`src/rtl/winewhite_feature_loader_if.sv`:
```
// Stream bundle between the feature loader and its environment.
//   in_*  : feature beats into the loader (valid/ready, one FEAT_BITS nibble per beat,
//           in_last marks the final feature of a sample)
//   out_* : captured classifier result out of the loader (valid/ready, class + range error)
// Modports:
//   master : the environment (drives beats, consumes classes)
//   slave  : the loader (consumes beats, drives classes)
interface winewhite_feature_loader_if #(
  parameter int FEAT_BITS = 4,
  parameter int CW        = 3
);
  logic                 in_valid;
  logic                 in_ready;
  logic [FEAT_BITS-1:0] in_feat;
  logic                 in_last;
  logic                 out_valid;
  logic                 out_ready;
  logic [CW-1:0]        out_class;
  logic                 out_err;

  modport master (
    output in_valid, in_feat, in_last, out_ready,
    input  in_ready, out_valid, out_class, out_err
  );

  modport slave (
    input  in_valid, in_feat, in_last, out_ready,
    output in_ready, out_valid, out_class, out_err
  );
endinterface

```
`src/rtl/winewhite_feature_loader.sv`:
```
// Feature loader for the combinational white-wine BNN classifier.
// Collects FEAT_CNT nibbles from a valid/ready stream into a registered, stable
// feature vector, lets the classifier settle for SETTLE_CYCLES cycles, captures
// its prediction and offers it downstream on a second valid/ready stream.
// Ports:
//   clk        : sole clock, rising edge
//   rst_n      : asynchronous active-low reset
//   bus        : stream bundle (slave side): in_valid/in_ready/in_feat/in_last,
//                out_valid/out_ready/out_class/out_err
//   features   : registered feature vector to the classifier, feature 0 in the MSB nibble
//   prediction : classifier output
//   frame_err  : one-cycle pulse after a beat that ends a malformed frame
module winewhite_feature_loader #(
  parameter int FEAT_CNT      = 11,
  parameter int FEAT_BITS     = 4,
  parameter int CLASS_CNT     = 7,
  parameter int SETTLE_CYCLES = 2,
  localparam int CW           = $clog2(CLASS_CNT)
) (
  input  logic                          clk,
  input  logic                          rst_n,
  winewhite_feature_loader_if.slave     bus,
  output logic [FEAT_CNT*FEAT_BITS-1:0] features,
  input  logic [CW-1:0]                 prediction,
  output logic                          frame_err
);

  localparam int IDX_W = (FEAT_CNT > 1) ? $clog2(FEAT_CNT) : 1;
  localparam int SC_W  = (SETTLE_CYCLES > 1) ? $clog2(SETTLE_CYCLES) : 1;
  localparam logic [IDX_W-1:0] IDX_LAST   = IDX_W'(FEAT_CNT - 1);
  localparam logic [SC_W-1:0]  SETTLE_TOP = SC_W'(SETTLE_CYCLES - 1);
  // One extra bit so the range test also works when CLASS_CNT is a power of two.
  localparam logic [CW:0]      CLASS_LIM  = (CW + 1)'(CLASS_CNT);

  typedef enum logic [1:0] {
    LOAD    = 2'd0,
    DRAIN   = 2'd1,
    SETTLE  = 2'd2,
    PRESENT = 2'd3
  } state_e;

  state_e                        state_q,     state_d;
  logic [IDX_W-1:0]              idx_q,       idx_d;
  logic [SC_W-1:0]               settle_q,    settle_d;
  logic [FEAT_CNT*FEAT_BITS-1:0] features_q,  features_d;
  logic                          out_valid_q, out_valid_d;
  logic [CW-1:0]                 out_class_q, out_class_d;
  logic                          out_err_q,   out_err_d;
  logic                          frame_err_q, frame_err_d;

  logic in_ready;
  logic accept;

  assign in_ready = (state_q == LOAD) || (state_q == DRAIN);
  assign accept   = bus.in_valid && in_ready;

  always_comb begin
    state_d     = state_q;
    idx_d       = idx_q;
    settle_d    = settle_q;
    features_d  = features_q;
    out_valid_d = out_valid_q;
    out_class_d = out_class_q;
    out_err_d   = out_err_q;
    frame_err_d = 1'b0;

    unique case (state_q)
      LOAD: begin
        if (accept) begin
          // Feature 0 goes to the MSB nibble so the vector reads in memh text order.
          for (int i = 0; i < FEAT_CNT; i++) begin
            if (idx_q == IDX_W'(i)) begin
              features_d[(FEAT_CNT-1-i)*FEAT_BITS +: FEAT_BITS] = bus.in_feat;
            end
          end
          if (idx_q == IDX_LAST) begin
            idx_d = '0;
            if (bus.in_last) begin
              state_d  = SETTLE;
              settle_d = SETTLE_TOP;
            end else begin
              // Frame too long: flag once, then swallow beats up to the next in_last.
              frame_err_d = 1'b1;
              state_d     = DRAIN;
            end
          end else if (bus.in_last) begin
            // Frame too short: restart; partial nibbles stay until overwritten.
            frame_err_d = 1'b1;
            idx_d       = '0;
          end else begin
            idx_d = idx_q + IDX_W'(1);
          end
        end
      end

      DRAIN: begin
        if (accept && bus.in_last) begin
          state_d = LOAD;
        end
      end

      SETTLE: begin
        if (settle_q == '0) begin
          out_class_d = prediction;
          out_err_d   = ({1'b0, prediction} >= CLASS_LIM);
          out_valid_d = 1'b1;
          state_d     = PRESENT;
        end else begin
          settle_d = settle_q - SC_W'(1);
        end
      end

      PRESENT: begin
        if (out_valid_q && bus.out_ready) begin
          out_valid_d = 1'b0;
          state_d     = LOAD;
        end
      end

      default: state_d = LOAD;
    endcase
  end

  always_ff @(posedge clk or negedge rst_n) begin
    if (!rst_n) begin
      state_q     <= LOAD;
      idx_q       <= '0;
      settle_q    <= '0;
      features_q  <= '0;
      out_valid_q <= 1'b0;
      out_class_q <= '0;
      out_err_q   <= 1'b0;
      frame_err_q <= 1'b0;
    end else begin
      state_q     <= state_d;
      idx_q       <= idx_d;
      settle_q    <= settle_d;
      features_q  <= features_d;
      out_valid_q <= out_valid_d;
      out_class_q <= out_class_d;
      out_err_q   <= out_err_d;
      frame_err_q <= frame_err_d;
    end
  end

  assign bus.in_ready  = in_ready;
  assign bus.out_valid = out_valid_q;
  assign bus.out_class = out_class_q;
  assign bus.out_err   = out_err_q;
  assign features      = features_q;
  assign frame_err     = frame_err_q;

endmodule

```
`src/flat_wrapper.sv`:
```
// flat-port wrapper written by rule: the top's interface ports become plain ports
module winewhite_feature_loader_flat 
#(
  parameter int FEAT_CNT      = 11,
  parameter int FEAT_BITS     = 4,
  parameter int CLASS_CNT     = 7,
  parameter int SETTLE_CYCLES = 2,
  localparam int CW           = $clog2(CLASS_CNT)
)
  (clk, rst_n, features, prediction, frame_err, bus_in_valid, bus_in_feat, bus_in_last, bus_out_ready, bus_in_ready, bus_out_valid, bus_out_class, bus_out_err);
  winewhite_feature_loader_if #(.FEAT_BITS(FEAT_BITS), .CW((3))) bus_i ();
  input  logic clk;
  input  logic rst_n;
  output logic [FEAT_CNT*FEAT_BITS-1:0] features;
  input  logic [CW-1:0] prediction;
  output logic frame_err;
  input wire logic [$bits(bus_i.in_valid)-1:0] bus_in_valid;
  input wire logic [$bits(bus_i.in_feat)-1:0] bus_in_feat;
  input wire logic [$bits(bus_i.in_last)-1:0] bus_in_last;
  input wire logic [$bits(bus_i.out_ready)-1:0] bus_out_ready;
  output wire logic [$bits(bus_i.in_ready)-1:0] bus_in_ready;
  output wire logic [$bits(bus_i.out_valid)-1:0] bus_out_valid;
  output wire logic [$bits(bus_i.out_class)-1:0] bus_out_class;
  output wire logic [$bits(bus_i.out_err)-1:0] bus_out_err;
  assign bus_i.in_valid = bus_in_valid;
  assign bus_i.in_feat = bus_in_feat;
  assign bus_i.in_last = bus_in_last;
  assign bus_i.out_ready = bus_out_ready;
  assign bus_in_ready = bus_i.in_ready;
  assign bus_out_valid = bus_i.out_valid;
  assign bus_out_class = bus_i.out_class;
  assign bus_out_err = bus_i.out_err;
  winewhite_feature_loader #(.FEAT_CNT(FEAT_CNT), .FEAT_BITS(FEAT_BITS), .CLASS_CNT(CLASS_CNT), .SETTLE_CYCLES(SETTLE_CYCLES)) u_core (.clk(clk), .rst_n(rst_n), .bus(bus_i), .features(features), .prediction(prediction), .frame_err(frame_err));
endmodule
```
`config.mk`:
```
export PLATFORM = sky130hd
export DESIGN_NAME = winewhite_feature_loader_flat
export DESIGN_NICKNAME = d
export VERILOG_FILES = /design/src/rtl/winewhite_feature_loader_if.sv /design/src/rtl/winewhite_feature_loader.sv /design/src/flat_wrapper.sv
export SDC_FILE = /design/constraint.sdc
export NUM_CORES = 1
export LEC_CHECK = 0
export ABC_AREA = 0
export BUFFER_PORTS_ARGS = -buffer_cell sky130_fd_sc_hd__clkbuf_2
export CORE_AREA = 2 2 70 72
export DETAILED_ROUTE_END_ITERATION = 10
export DIE_AREA = 0 0 72 74
export GPL_ROUTABILITY_DRIVEN = 0
export MAX_ROUTING_LAYER = met4
export PLACE_DENSITY_LB_ADDON = 0.12
export SYNTH_ARGS = -nofsm -noshare
export SYNTH_HDL_FRONTEND = slang
export SYNTH_SLANG_ARGS = --single-unit
```
`constraint.sdc`:
```
create_clock -name clk -period 2.5 [get_ports clk]
set_input_delay 0.25 -clock clk [delete_from_list [all_inputs] [get_ports clk]]
set_output_delay 0.25 -clock clk [all_outputs]
set_load 0.005 [all_outputs]
```
==> run_results.csv, run 1 <==
group,metric,value,unit
detailed_routing,dr.pass1.iters,4,
finish,layout-drive-gt1-share,51.0,%
synthesis,yosysSeqAreaShare,57.6,%
floorplanning,row_count,25,
setup_path,path_class,"flop to flop",
clock_tree,clk_latency,0.33,ns
clock_tree,cts.sinks,57,
clock_tree,clkSlewWorstSetupHoldPaths,0.06,ns
floorplanning,dieHeight,74,um
detailed_routing,dr_total_vias,1630,
clock_tree,tritoncts,"built",
status,outcome,"completed",
timing,rsz0062_at_grt,"no",
timing,clock.fmax,592,MHz
setup_path,critPathLaunchType,"flop",
timing,finalSetupViolCount,0,
floorplanning,die_area,0.00533,mm2
finish,area_growth,20.1,%
min_path,whs_path_depth,2,
clock_tree,cts_root_buf,"clkbuf_8",
synthesis,syn-num-nets,192,
detailed_routing,drt-total-wl,5.05,mm
timing,clock_skew,0.00472,ns
setup_path,cp_max_fo,7,
placed_design,io_buffers,62,
setup_path,r2r_setup_slack,0.81,ns
floorplanning,core,0.00460,mm2
placed_design,dp_hpwl,3.57,mm
setup_path,reg2reg_from,"u_core.idx_q[0]",
floorplanning,boundaryPins,63,
global_route,grt_pass1_vias,1625,
setup_path,cp-end-kind,"flop",
finish,final_common_cell,"clkbuf_2",
clock_tree,cts_buffers,9,
placed_design,dp_cells,282,
synthesis,yosys_warnings,0,
clock_tree,postCtsResizedCells,0,
global_route,grt_max_degree,30,
synthesis,synth_area,0.00248,mm2
clock_tree,clock_path_buffers,2,
synthesis,yosysUniqueCellTypes,35,
setup_path,rr_endpoint,"u_core.settle_q",
global_route,gr-total-overflow,0,
timing,tns,0,ns
setup_path,rr_worst_depth,5,
timing,period_needed,1.69,ns
finish,instances_no_fill,297,
floorplanning,floorplan.initialDensity,53.9,%
power_and_ir_drop,power.density,1110,mW/mm2
clock_tree,htree_levels,3,
clock_tree,cts_setup_buffers,0,
timing,maxSlewHeadroom,54.5,%
detailed_routing,drc,0,
synthesis,syn_area_per_cell,14.1,um2
global_route,grt_use_total,21.6,%
global_route,grt_pass1_wl,7.99,mm
detailed_routing,initialDrtViolationCount,84,
job,maxCapViolations,0,
setup_path,cp_slowest_cell,"dfrtp_1",
synthesis,synth_top_area_share,57.6,%
synthesis,synth_area_leaders,"dfrtp_1 58%, mux2_2 18%, mux2_1 3.6%",
synthesis,syn_inst,176,
power_and_ir_drop,ir_drop,0.648,mV
detailed_routing,vias_per_cell,5.49,
detailed_routing,ant_nets,0,
detailed_routing,detail_route.wl_per_cell,17.0,um
finish,n_antenna_cell,0,
timing,worstMarginPinSlew,0.683,ns
min_path,hp-start,"prediction[0]",
setup_path,arrival,1.96,ns
global_route,antenna_found_initial,0,
finish,nNetsFinal,256,
timing,finalHoldViolations,0,
placed_design,placed_area,0.00280,mm2
synthesis,synth_top_cell_by_area,"dfrtp_1",
finish,fin_area,0.00297,mm2
setup_path,critPathMaxStageDelay,0.45,ns
min_path,holdCritPathClass,"input pin to flop",
power_and_ir_drop,p_leak,1.52,nW
finish,final_cell_mix,"62 x clkbuf_2, 57 x dfrtp_1, 39 x mux2_2, 11 x clkbuf_8, 8 x mux2_1",
min_path,min_to,"u_core.bus.out_class[0]",
setup_path,worst-endpoint-required,2.77,ns
timing,fin_crit_sh,67.5,%
floorplanning,die_w,72,um
synthesis,ys_ff_latch,57,
timing,drv_slew,0,
setup_path,crit_chain,"inv_1 -> ha_1 -> nand3b_1 -> nor3_1 -> o22a_1",
logic make-up (layout without fill, tap and decap cells):
| kind of cell | count (synthesis) | in the layout | share of synthesized area (%) |
|---|---|---|---|
| flops | 57 | 57 | 57.6 |
| mux | 47 | 47 | 21.4 |
| simple gates | 38 | 38 | 12.1 |
| buf+inv | 16 | 83 | 3.33 |
| compound gates | 13 | 13 | 3.23 |
| fa+ha+maj | 4 | 4 | 2.02 |
| xor+xnor | 1 | 1 | 0.354 |
state kept, by name, indices dropped and copies added (netlist names):
name / flops
u_core.features: 44
u_core.bus.out_valid: 1
u_core.bus.out_class: 3
u_core.bus.out_err: 1
u_core.idx_q: 4
u_core.state_q: 2
u_core.settle_q: 1
u_core.frame_err: 1
critical path: cells and delay by family, from the launching register on:
kind	cells	cell delay [ns]
simple gates	2	0.53
flops	1	0.45
fa+ha+maj	1	0.39
compound gates	1	0.16
buf+inv	1	0.11
repair_timing:
action / in CTS / in global routing
hold buffers: 1 / 0
setup endpoints to repair: 0 / 0
endpoints found under the hold margin: 28 / 0
cell usage after synthesis (all sizes together):
cell,instances
dfrtp,57
mux2,47
nand3,9
o21ai,7
buf,6
clkbuf,6
nand2,6
ha,4
inv,4
and3,3
nand2b,3
nor2,3
and2b,2
nand3b,2
nor2b,2
or3b,2
a21oi,1
a31oi,1
a32oi,1
nand4,1
nand4b,1
nor3,1
nor3b,1
nor4b,1
o211ai,1
o22a,1
o311ai,1
or2,1
xor2,1
report_power, final:
part | total (mW) | internal (mW) | switching, mW
registers | 1.51 | 1.27 | 0.240
clock network | 0.723 | 0.404 | 0.319
logic | 1.07 | 0.588 | 0.480
final cells by class:
type | instances | area (um2)
fillers | 366 | 1620
flip-flops and latches | 57 | 1430
multi-input cells | 103 | 967
repair buffers | 65 | 335
clock buffers | 14 | 163
well taps | 54 | 67.6
inverters | 4 | 15.0
through the flow:
stage	setup WS, ns	utilization [%]	hold WS, ns	total power [mW]
floorplan	0.998	-	-0.0456	2.13
global placement	0.860	60.9	0.302	2.53
detailed placement	0.840	60.9	0.332	2.60
CTS	0.814	64.7	0.165	3.34
global route	0.637	64.7	0.169	3.51
finish	0.812	64.7	0.175	3.30
worst max-delay path by stage:
| stage | from | endpoint | cells after the start |
|---|---|---|---|
| finish | u_core.idx_q[0] | u_core.settle_q | 5 |
| global route | u_core.idx_q[0] | u_core.settle_q | 5 |
| CTS | u_core.idx_q[0] | u_core.settle_q | 5 |
| detailed placement | u_core.idx_q[0] | u_core.settle_q | 5 |
| global placement | u_core.idx_q[0] | u_core.settle_q | 5 |
| floorplan | u_core.state_q[0] | u_core.features[15] | 5 |
routing by layer:
| metal | routed length (um) | global-route usage, % | up-vias | part of all wire (%) |
|---|---|---|---|---|
| li1 | - | - | 742 | - |
| met1 | 2140 | 25.1 | 815 | 42 |
| met2 | 2460 | 33.4 | 57 | 49 |
| met3 | 289 | 6.23 | 16 | 5.7 |
| met4 | 165 | 13.0 | 0 | 3.3 |
| met5 | 0 | - | - | 0 |
Note: power is estimated with default switching activity, not from simulation.
==> inputs of run 2 (changes only) <==
CORE_AREA = 2 2 76 78   (was 2 2 70 72)
DIE_AREA = 0 0 78 80   (was 0 0 72 74)
clock period = 1.5 ns   (was 2.5 ns; I/O delays follow)
==> run_results.csv, run 2 (same netlist as run 1, synthesis figures left out) <==
group,metric,value,unit
finish,instances_no_fill,331,
clock_tree,cts_root_buf,"clkbuf_8",
power_and_ir_drop,total_power,5.89,mW
global_route,top_usage_layer,"met2",
detailed_routing,ant_nets,0,
placed_design,io_buffers,62,
power_and_ir_drop,power.density,1830,mW/mm2
detailed_routing,drc,0,
floorplanning,row_count,27,
detailed_routing,dr.pass1.iters,4,
finish,nFillCells,470,
setup_path,path_class,"flop to flop",
placed_design,dp_hpwl,3.40,mm
timing,period_needed,1.51,ns
setup_path,rr_endpoint,"u_core.features[8]",
power_and_ir_drop,seq_power_share,41.7,%
floorplanning,floorplan.initialDensity,45.8,%
detailed_routing,detail_route.wl_per_cell,15.2,um
power_and_ir_drop,p_leak,1.62,nW
timing,clock_skew,0.00678,ns
setup_path,arrival,1.72,ns
clock_tree,cts_buffers,9,
min_path,whs_path_depth,2,
floorplanning,core,0.00541,mm2
timing,rsz0062_at_grt,"yes",
power_and_ir_drop,p_sw_share,31.4,%
timing,fin_crit_sh,100,%
global_route,antenna_found_initial,0,
clock_tree,htree_levels,3,
global_route,grt_max_degree,58,
finish,multi_input_area,0.00106,mm2
global_route,grt_use_total,17.7,%
timing,tns,-0.00665,ns
finish,register_area,0.00143,mm2
power_and_ir_drop,ir_drop,0.880,mV
setup_path,cp-end-kind,"flop",
setup_path,cp_max_fo,5,
clock_tree,cts.sinks,57,
setup_path,crit_chain,"nor3b_4 -> and3_4 -> mux2_2",
finish,fin_util,59.7,%
floorplanning,dieHeight,80,um
detailed_routing,vias_per_cell,5.03,
job,maxCapViolations,0,
setup_path,critPathMaxStageDelay,0.46,ns
clock_tree,tritoncts,"built",
setup_path,r2r_setup_slack,-0.007,ns
timing,finalHoldViolations,0,
global_route,grt_pass1_wl,8.01,mm
finish,final_cell_mix,"62 x clkbuf_2, 55 x dfrtp_1, 36 x mux2_2, 14 x buf_4, 11 x clkbuf_8",
timing,drv_slew,0,
finish,final_common_cell,"clkbuf_2",
status,violations,"negative setup slack",
timing,maxSlewHeadroom,74.8,%
timing,worstMarginPinSlew,0.377,ns
timing,finalSetupViolCount,1,
min_path,hp-start,"prediction[1]",
detailed_routing,initialDrtViolationCount,70,
min_path,holdCritPathClass,"input pin to flop",
global_route,grtUsageMet3,4.98,%
timing,fin_ws,-0.00665,ns
finish,nNetsFinal,270,
setup_path,reg2reg_from,"u_core.state_q[0]",
placed_design,dp_slack,-0.0651,ns
global_route,grt_util_met2,27.3,%
min_path,min_to,"u_core.bus.out_class[1]",
finish,largest_register_ffs,44,
placed_design,dp_cells,313,
setup_path,cp_slowest_cell,"dfrtp_2",
setup_path,critPathLaunchType,"flop",
finish,area_growth,30.3,%
power_and_ir_drop,pwr-share-clk,21.1,%
power_and_ir_drop,combPwrFrac,37.1,%
floorplanning,boundaryPins,63,
detailed_routing,dr_total_vias,1665,
global_route,met1_usage,22.1,%
setup_path,worst-endpoint-required,1.71,ns
clock_tree,clock_path_buffers,2,
power_and_ir_drop,switchingPower,1.85,mW
global_route,gr-total-overflow,0,
clock_tree,clk_latency,0.33,ns
detailed_routing,drt-total-wl,5.03,mm
floorplanning,die_area,0.00624,mm2
power_and_ir_drop,intPower,4.04,mW
setup_path,rr_worst_depth,3,
floorplanning,die_w,78,um
global_route,grt_pass1_vias,1646,
finish,n_antenna_cell,0,
status,outcome,"complete, but fails checks",
timing,clock.fmax,664,MHz
clock_tree,clkSlewWorstSetupHoldPaths,0.06,ns
finish,layout-drive-gt1-share,59.8,%
[run 2: changes by cell type in the layout (fill, tap and decap cells not counted), sizes merged]
cell | before | now
buf | 2 | 16
clkinv | 0 | 3
clkbuf | 76 | 75
[run 2: critical path: cells and delay by family, from the launching register on]
family / cells / cell delay [ns]
AND/OR/NAND/NOR: 2 / 0.59
multiplexers: 1 / 0.34
flip-flops: 1 / 0.46
[run 2: routing by layer]
layer | part of all wire [%] | up-vias
li1 | - | 773
met1 | 46 | 833
met2 | 47 | 51
met3 | 5.2 | 8
met4 | 1.5 | 0
met5 | 0 | -
[run 2: timing repair]
| item | in CTS | in global routing |
|---|---|---|
| resized for setup | 10 | 15 |
| setup buffers | 0 | 1 |
| hold buffers | 1 | 0 |
| hold endpoints to repair | 57 | 0 |
| pin swaps | 2 | 4 |
| endpoints found under the setup margin | 23 | 45 |
[run 2: how the worst max path moves through the flow]
stage                                  from             endpoint  slack, ns  depth (start not counted)
after floorplan           u_core.state_q[0]  u_core.features[15]     -0.002                          5
after global placement    u_core.state_q[1]  u_core.features[22]      -0.05                          4
after detailed placement    u_core.idx_q[0]   u_core.features[8]      -0.07                          5
after global routing      u_core.state_q[0]  u_core.features[24]      -0.06                          3
final                     u_core.state_q[0]   u_core.features[8]     -0.007                          3
after CTS                   u_core.idx_q[0]   u_core.features[8]      0.002                          5
[run 2: stage by stage]
step	instance area (um2)	hold slack, ns
final	3230	0.0864
after global routing	3230	0.0639
after CTS	3160	0.0671
after detailed placement	2940	0.180
after global placement	2940	0.184
after floorplan	2490	-0.146
[run 2: cell type report]
cell class,count,share of cell area (%)
Inverter,4,0.465
Multi-Input combinational cell,103,32.9
Timing Repair Buffer,79,14.2
Tap cell,72,2.79
Sequential cell,57,44.3
Clock buffer,13,4.92
Clock inverter,3,0.465
[run 2: power groups by stage]
stage | registers [mW] | logic, mW | clock network, mW
floorplan | 2.45 | 1.13 | 0
global placement | 2.46 | 2.01 | 0
detailed placement | 2.48 | 2.05 | 0
CTS | 2.46 | 2.09 | 1.29
global route | 2.52 | 2.40 | 1.37
finish | 2.46 | 2.19 | 1.25
==> inputs of run 3 (changes only) <==
CORE_AREA = 2 2 84 86   (was 2 2 76 78)
DIE_AREA = 0 0 86 88   (was 0 0 78 80)
==> run_results.csv, run 3 (same netlist as run 1, synthesis figures left out) <==
group,metric,value,unit
status,outcome,"complete, but fails checks",
status,violations,"negative setup slack",
finish,fin_area,0.00320,mm2
finish,multi_input_area,0.00104,mm2
power_and_ir_drop,p_leak,1.60,nW
finish,final_common_cell,"clkbuf_2",
finish,fin_util,48.1,%
placed_design,placed_area,0.00297,mm2
floorplanning,core,0.00664,mm2
detailed_routing,vias_per_cell,4.91,
timing,worstMarginPinSlew,0.317,ns
global_route,grt_pass1_vias,1670,
timing,fin_ws,-0.0233,ns
timing,period_needed,1.52,ns
detailed_routing,drc,0,
detailed_routing,detail_route.wl_per_cell,15.9,um
global_route,gr-total-overflow,0,
setup_path,cp_top_family,"simple AND/OR/NAND/NOR gates",
timing,clock_skew,0.00704,ns
floorplanning,row_count,30,
global_route,grt_max_degree,58,
clock_tree,clk_latency,0.33,ns
detailed_routing,dr_total_vias,1665,
setup_path,critPathMaxStageDelay,0.44,ns
setup_path,cp_slowest_cell,"dfrtp_2",
floorplanning,boundaryPins,63,
placed_design,dp_slack,-0.0640,ns
finish,nNetsFinal,271,
floorplanning,die_area,0.00757,mm2
setup_path,cp-end-kind,"flop",
detailed_routing,dr.pass1.iters,4,
global_route,grt_use_total,15.7,%
setup_path,crit_chain,"nor4b_4 -> and3_4 -> mux2_4",
clock_tree,clkSlewWorstSetupHoldPaths,0.06,ns
detailed_routing,ant_nets,0,
clock_tree,cts.sinks,57,
clock_tree,clock_path_buffers,2,
finish,largest_register_ffs,44,
timing,clock.fmax,656,MHz
clock_tree,cts_setup_buffers,0,
setup_path,cp.buffers_inverters,0,
min_path,holdCritPathClass,"input pin to flop",
setup_path,cp_max_fo,4,
finish,register_area,0.00143,mm2
timing,fin_crit_sh,102,%
finish,n_antenna_cell,0,
job,maxCapViolations,0,
placed_design,io_buffers,62,
floorplanning,floorplan.initialDensity,37.3,%
setup_path,path_class,"flop to flop",
finish,area_growth,29.1,%
clock_tree,cts_buffers,9,
placed_design,dp_hpwl,3.58,mm
power_and_ir_drop,total_power,5.82,mW
detailed_routing,drt-total-wl,5.38,mm
power_and_ir_drop,power.density,1820,mW/mm2
setup_path,worst-endpoint-required,1.71,ns
setup_path,critPathLaunchType,"flop",
setup_path,arrival,1.74,ns
clock_tree,tritoncts,"built",
finish,final_cell_mix,"62 x clkbuf_2, 55 x dfrtp_1, 39 x mux2_2, 16 x buf_4, 10 x clkbuf_8",
power_and_ir_drop,ir_drop,0.715,mV
timing,rsz0062_at_grt,"yes",
timing,maxSlewHeadroom,78.9,%
detailed_routing,initialDrtViolationCount,56,
finish,layout-drive-gt1-share,60.6,%
floorplanning,dieHeight,88,um
clock_tree,htree_levels,3,
global_route,grt_pass1_wl,8.51,mm
floorplanning,die_w,86,um
timing,finalSetupViolCount,12,
clock_tree,cts_root_buf,"clkbuf_8",
global_route,antenna_found_initial,0,
timing,drv_slew,0,
timing,finalHoldViolations,0,
finish,nFillCells,623,
==> run 3: layout make-up <==
cell class / count / area share [%]
Clock buffer: 15 / 4.89
Inverter: 4 / 0.470
Multi-Input combinational cell: 103 / 32.4
Sequential cell: 57 / 44.7
Tap cell: 80 / 3.13
Timing Repair Buffer: 80 / 14.4
==> run 3: worst paths after layout <==
check                              startpoint                      end  slack, ns  cells past startpoint
min reg2reg                u_core.bus.out_err       u_core.bus.out_err       0.47                      2
min                             prediction[2]  u_core.bus.out_class[2]       0.07                      2
max                         u_core.state_q[1]      u_core.features[15]      -0.02                      3
max in group asynchronous               rst_n      u_core.features[21]       0.87                      3
min in group asynchronous               rst_n     u_core.bus.out_valid       0.35                      3
max reg2reg                 u_core.state_q[1]      u_core.features[15]      -0.02                      3
==> run 3: what timing repair did <==
item,4_1_cts,5_1_grt
setup endpoints to repair,22,37
pin swaps,1,4
resized for setup,11,10
endpoints found under the hold margin,57,0
hold buffers,1,0
gates cloned,0,0
==> run 3: power by group <==
part	total [mW]	switching, mW	leakage [nW]	internal (mW)
registers	2.44	0.329	0.739	2.11
logic	2.18	0.922	0.787	1.26
clock network	1.19	0.553	0.0778	0.639
==> run 3: through the flow <==
step	std cells	setup TNS [ns]	hold slack (ns)
after floorplan	176	-0.0141	-0.146
after detailed placement	323	-0.549	0.183
after CTS	339	-0.251	0.0523
after global placement	323	-0.449	0.186
final	339	-0.110	0.0694
after global routing	339	-1.01	0.0656
==> run 3: worst register-to-register path: cells and delay by family (launching register included) <==
family / cells / cell delay, ns
DFF: 1 / 0.44
muxes: 1 / 0.31
and+or+nand+nor: 2 / 0.65
==> run 3: per-layer routing <==
layer  share of wire [%]  up-vias  track usage [%]
met5                   0        -                -
met4                 1.1        0             5.48
met3                 5.7        7             6.41
met2                  49       47             23.6
met1                  44      837             19.2
li1                    -      774                -
